File: src/rtl/rom_port_arbiter.sv
// rom_port_arbiter: round-robin sharing of the registered-read instruction ROM between IF and LS
module rom_port_arbiter #(
  parameter int ADDR_WIDTH   = 32,
  parameter int DATA_WIDTH   = 32,
  parameter int ROM_BYTES    = 8192,
  parameter int ERRCNT_WIDTH = 16
) (
  input  logic                    clk,
  input  logic                    reset,
  input  logic                    if_req_valid,
  output logic                    if_req_ready,
  input  logic [ADDR_WIDTH-1:0]   if_req_addr,
  output logic                    if_rsp_valid,
  input  logic                    if_rsp_ready,
  output logic [DATA_WIDTH-1:0]   if_rsp_data,
  output logic                    if_rsp_err,
  input  logic                    ls_req_valid,
  output logic                    ls_req_ready,
  input  logic [ADDR_WIDTH-1:0]   ls_req_addr,
  output logic                    ls_rsp_valid,
  input  logic                    ls_rsp_ready,
  output logic [DATA_WIDTH-1:0]   ls_rsp_data,
  output logic                    ls_rsp_err,
  output logic                    rom_en,
  output logic [ADDR_WIDTH-1:0]   rom_addr,
  input  logic [DATA_WIDTH-1:0]   rom_data,
  output logic [ERRCNT_WIDTH-1:0] err_count
);
  typedef enum logic {IDLE, RESP} state_t;
  state_t state, state_nxt;
  logic owner_ls, err_q, last_ls;
  logic grant_if, grant_ls, acc, oob;
  logic [ADDR_WIDTH-1:0] acc_addr;
  // grant: in IDLE a lone requester wins, on a tie the one not granted last time wins
  always_comb begin
    grant_if = !reset && state == IDLE && if_req_valid && (!ls_req_valid || last_ls);
    grant_ls = !reset && state == IDLE && ls_req_valid && (!if_req_valid || !last_ls);
    acc      = grant_if || grant_ls;
    acc_addr = grant_ls ? ls_req_addr : if_req_addr;
    oob      = acc_addr >= ADDR_WIDTH'(ROM_BYTES);
  end
  // state register plus per-transaction owner, error flag, fairness and error count
  always_ff @(posedge clk) begin
    if (reset) begin
      state     <= IDLE;
      owner_ls  <= 1'b0;
      err_q     <= 1'b0;
      last_ls   <= 1'b1;
      err_count <= '0;
    end else begin
      state <= state_nxt;
      if (acc) begin
        owner_ls <= grant_ls;
        err_q    <= oob;
        last_ls  <= grant_ls;
        if (oob && !(&err_count)) err_count <= err_count + ERRCNT_WIDTH'(1);
      end
    end
  end
  // next state: accept moves to RESP, owner's response handshake returns to IDLE
  always_comb begin
    state_nxt = state;
    if (state == IDLE) state_nxt = acc ? RESP : IDLE;
    else state_nxt = (owner_ls ? ls_rsp_ready : if_rsp_ready) ? IDLE : RESP;
  end
  // outputs: ROM is only enabled on an in-bounds accept, so its data is stable through RESP
  always_comb begin
    if_req_ready = grant_if;
    ls_req_ready = grant_ls;
    rom_en       = acc && !oob;
    rom_addr     = rom_en ? acc_addr : '0;
    if_rsp_valid = state == RESP && !owner_ls;
    ls_rsp_valid = state == RESP && owner_ls;
    if_rsp_err   = if_rsp_valid && err_q;
    ls_rsp_err   = ls_rsp_valid && err_q;
    if_rsp_data  = (if_rsp_valid && !err_q) ? rom_data : '0;
    ls_rsp_data  = (ls_rsp_valid && !err_q) ? rom_data : '0;
  end
endmodule

File: config.mk
export PLATFORM = sky130hd
export DESIGN_NAME = rom_port_arbiter
export DESIGN_NICKNAME = d
export VERILOG_FILES = /design/src/rtl/rom_port_arbiter.sv
export SDC_FILE = /design/constraint.sdc
export NUM_CORES = 1
export LEC_CHECK = 0
export CORE_ASPECT_RATIO = 0.7
export CORE_MARGIN = 1.5
export CORE_UTILIZATION = 30
export CTS_BUF_LIST = sky130_fd_sc_hd__clkbuf_8 sky130_fd_sc_hd__clkbuf_16
export DETAILED_ROUTE_END_ITERATION = 10
export GPL_TIMING_DRIVEN = 0
export PLACE_DENSITY_LB_ADDON = 0.05
export SLEW_MARGIN = 25
export SYNTH_ARGS = -nofsm -noshare
export SYNTH_HDL_FRONTEND = slang
export SYNTH_SLANG_ARGS = --single-unit
File: constraint.sdc
create_clock -name clk -period 4.97 [get_ports clk]
set_clock_uncertainty 0.05 [all_clocks]
set_input_delay 0.497 -clock clk [delete_from_list [all_inputs] [get_ports clk]]
set_output_delay 0.497 -clock clk [all_outputs]
set_load 0.01 [all_outputs]
; Yosys cells after proc, flatten, opt, wreduce, memory -nomap -nowiden
; Cells that the tools add are included.
; Widths: inputs -> output; s select.
[op_classes]
bitwise_logic = 1
n_lt_le_gt_ge = 1
n_reduce_logical = 26
muxes = 8
n_addsub = 1
[ops]
columns = op, n
row1 = $mux 32, 4
row2 = $ge 32x14->1 const B, 1
row3 = $add 16x1->16 const B, 1
row4 = $reduce_and 16->1, 1
row5 = $logic_and 1x1->1, 13
row6 = $logic_not 1->1, 8
row7 = $mux 1, 4
row8 = $logic_or 1x1->1, 3
row9 = $reduce_and 2->1, 1
row10 = $not 1->1, 1
[totals]
inputBits = 102
regBits = 20

; Depth between registers and ports, before layout
[depth]
word_depth = 9
mapped_depth = 8

; Worst setup path after synthesis
; OpenSTA, ideal clock, no wires.
[synth_path]
kind = input to output
from = input port reset
to = output port rom_en
arrival_time_ns = 1.903
n_path_buf = 3
slack_ns = 2.520
stages = 8
path_cell_list = buf_6 -> a211o_1 -> o211ai_2 -> nor2_1 -> buf_6 -> o21ai_1 -> buf_2 -> inv_1
[synth_via]
elab_chain_len = 8
word_cells_on_any_way = 11
cone_classes = order compare (1) / mux (1) / reduce/logical (9)
[synth_lines]
columns = item, line
row1 = from (decl), 9  ; input logic reset,
row2 = $logic_not 1->1 (*), "36, 37"
row3 = $logic_and 1x1->1 (*), "36, 37"
row4 = $logic_and 1x1->1 (2 in a row), 37  ; grant_ls = !reset && state == IDLE && ls_req_valid && (!if_req_valid || !last_ls);
row5 = $mux 32, 39  ; acc_addr = grant_ls ? ls_req_addr : if_req_addr;
row6 = $ge 32x14->1, 40  ; oob = acc_addr >= ADDR_WIDTH'(ROM_BYTES);
row7 = $logic_not 1->1, 70  ; rom_en = acc && !oob;
row8 = $logic_and 1x1->1 (*), 70
row9 = to (decl), 24  ; output logic rom_en,
; Mark *: on every way between the ends. The rest lies on a longest branch, timed or not.

; Final worst setup path
[layout_path]
from = input port if_req_addr[27]
to = output port rom_addr[11]
[layout_via]
elab_chain_len = 5
[layout_lines]
columns = item, line
row1 = from (decl), 12  ; input logic [ADDR_WIDTH-1:0] if_req_addr,
row2 = $mux 32, 39
row3 = $ge 32x14->1, 40
row4 = $logic_not 1->1, 70
row5 = $logic_and 1x1->1, 70
row6 = $mux 32, 71  ; rom_addr = rom_en ? acc_addr : '0;
row7 = to (decl), 25  ; output logic [ADDR_WIDTH-1:0] rom_addr,
; No other way between the ends.

==> out/results.txt <==
Max Cap Viol - 0
final instance area - 4190 um2
Yosys reg bits - 20
synth-to-layout area growth - 111%
Syn. warnings - 0
PostCTS Resize Cnt - 0
fraction of layout cells with a size suffix above 1 - 6.94%
Worst IR Drop VDD - 92.3 uV
initial antenna violation count - 0
crit path max fanout - 10
total CTS buffers - 3
clock latency on the worst-skew pair - 0.27 ns
final net count - 609
aggregate routed wire length - 9.34 mm
Post-synth EDFFs - 0
Peak Freq - 267 MHz
Routed wire per std cell - 16.1 um
max_slew headroom - 59.7%
measured slew at the worst slew-check pin - 0.589 ns
Worst Setup SP - if_req_addr[27]
Hold Path Class - flip-flop to flip-flop
Hold-fix buffers, CTS - 0
GRT Residual Overflow - 0
Final min period - 3.74 ns
post-route setup slack - 1.23 ns
Pwr Density - 116 nW/um2
leak pwr - 1.65 nW
Setup Fix Bufs, Post-CTS - 0
largest net degree at the start of global routing - 11
Worst setup SP type - input pin
FP Rows - 24
CTS root buf - clkbuf_8
Post-Route Setup TNS - 0 ns
RR Startpoint - err_count[2]
setup slack after placement - 1.22 ns
Avg Synthesized Cell Area - 7.00 um2
routability cong. - 0.825
dpl hpwl - 7.71 mm
Die X - 100 um
Min-Delay Startpoint - err_count[15]
Crit Path Category - input pin to primary output
status - completed
DRC errors left - 0
die area - 7110 um2
Seq/Total Area, Yosys - 20.2%
All-Layer GR Usage - 25.4%
fin crit share - 75.4%
synth unique cells - 43
die height - 71.0 um
CP Data Required Time - 4.42 ns
most frequent cells in the layout - clkdlybuf4s50_1 (200), and2_1 (66), nand2_1 (36), a21oi_1 (23), buf_4 (22)
Placed Area - 4150 um2
Vias/cell - 4.93
cell count after synthesis - 283
ANT cells - 0
Non-Filler Instances - 582
routed via count - 2,872
synthesized area - 1980 um2
Async SR Flop Fraction - 0%
Initial Util - 31.4%
final setup violation count - 0
Pre-Repair DR Iteration Count - 5
Routed Antenna Nets - 0
vias in the first global route - 2,713
core outline area - 6310 um2
clk buf depth - 2
clk slew on worst S/H paths - 0.07 ns
first-pass GRT wire length - 14.1 mm
dpl cells - 579
CP endpoint kind - primary output
Ports - 221
Final Hold Vio Count - 0
number of DRC markers in iteration 0 - 121
RSZ-0062 raised after global routing - no
clk sinks - 20
most common cell after layout, fill and taps aside - clkdlybuf4s50_1
CTS tree - done
H-tree depth - 1
pins over their slew limit - 0
IO buf count - 200
Top FF cell, synth - dfxtp_1
critical path arrival - 3.20 ns
[stage by stage]
stage / hold WS [ns] / utilization [%] / power (W)
after floorplan: 0.409 / - / 0.000243
after global placement: 0.430 / 65.8 / 0.000374
after detailed placement: 0.434 / 65.8 / 0.000376
after CTS: 0.448 / 66.4 / 0.000487
after global routing: 0.489 / 66.4 / 0.000512
final: 0.453 / 66.4 / 0.000485
[registers in the layout, indices dropped and copies added, names as in the netlist]
| name | flops |
|---|---|
| err_q | 1 |
| last_ls | 1 |
| owner_ls | 1 |
| err_count | 16 |
| state | 1 |
[final timing paths]
check / to / slack (ns) / depth (start not counted)
max reg2reg: err_count[1] / 2.68 / 7
max: rom_addr[11] / 1.23 / 9
min: err_count[15] / 0.45 / 2
min reg2reg: err_count[15] / 0.45 / 2
[report_power, final]
part / total [W] / internal [W] / switching [W]
Combinational: 0.000205 / 0.000129 / 0.0000752
Clock: 0.000111 / 0.0000542 / 0.0000569
Sequential: 0.000169 / 0.000164 / 0.00000501
[critical path: stages]
cell and delay (ns):
clkdlybuf4s50_1 0.40, nor4_1 0.53, o211ai_2 0.25, nor2_1 0.24, buf_6 0.17, o21ai_1 0.16
buf_2 0.24, a21oi_1 0.14, clkdlybuf4s50_1 0.57
[routing by layer]
metal	track usage (%)	wire, um	part of all wire (%)	up-vias
li1	-	-	-	1401
met1	28.4	3590	38	1298
met2	46.0	4670	50	159
met3	9.78	936	10	14
met4	5.48	146	1.6	0
met5	0	0	0	-
[kinds of logic after synthesis]
kind of cell,synth area share [%]
and+or+nand+nor,43.5
AOI/OAI and AO/OA,20.3
buffers and inverters,13.6
DFF,20.2
muxes,1.58
adders and majority gates,0.632
other,0.189
[synthesized netlist by cell type, types with 3 or more instances]
master    instances  area, um2
nor2_1            7       26.3
buf_4            22        165
o21ai_0           7       35.0
nor4_1            9       56.3
o311ai_0          3       26.3
inv_1             8       30.0
or4_1             6       45.0
nand2_1          36        135
dfxtp_1          20        400
buf_2             3       15.0
nand4_1           4       25.0
and3_1            7       43.8
nor3_1            3       15.0
o211a_1           3       30.0
and2_1           66        413
clkbuf_1          9       33.8
o31ai_1           8       60.1
a21oi_1          23        115
nand3_1           7       35.0
nor2b_1           3       18.8
[cell type report]
class | count | area [um2]
Inverter | 9 | 33.8
Buffer | 36 | 236
Clock buffer | 3 | 41.3
Tap cell | 78 | 97.6
Timing Repair Buffer | 200 | 2000
Multi-Input combinational cell | 236 | 1380
Fill cell | 558 | 2120
Sequential cell | 20 | 400
No activity file was read; power rests on OpenSTA's default activity.
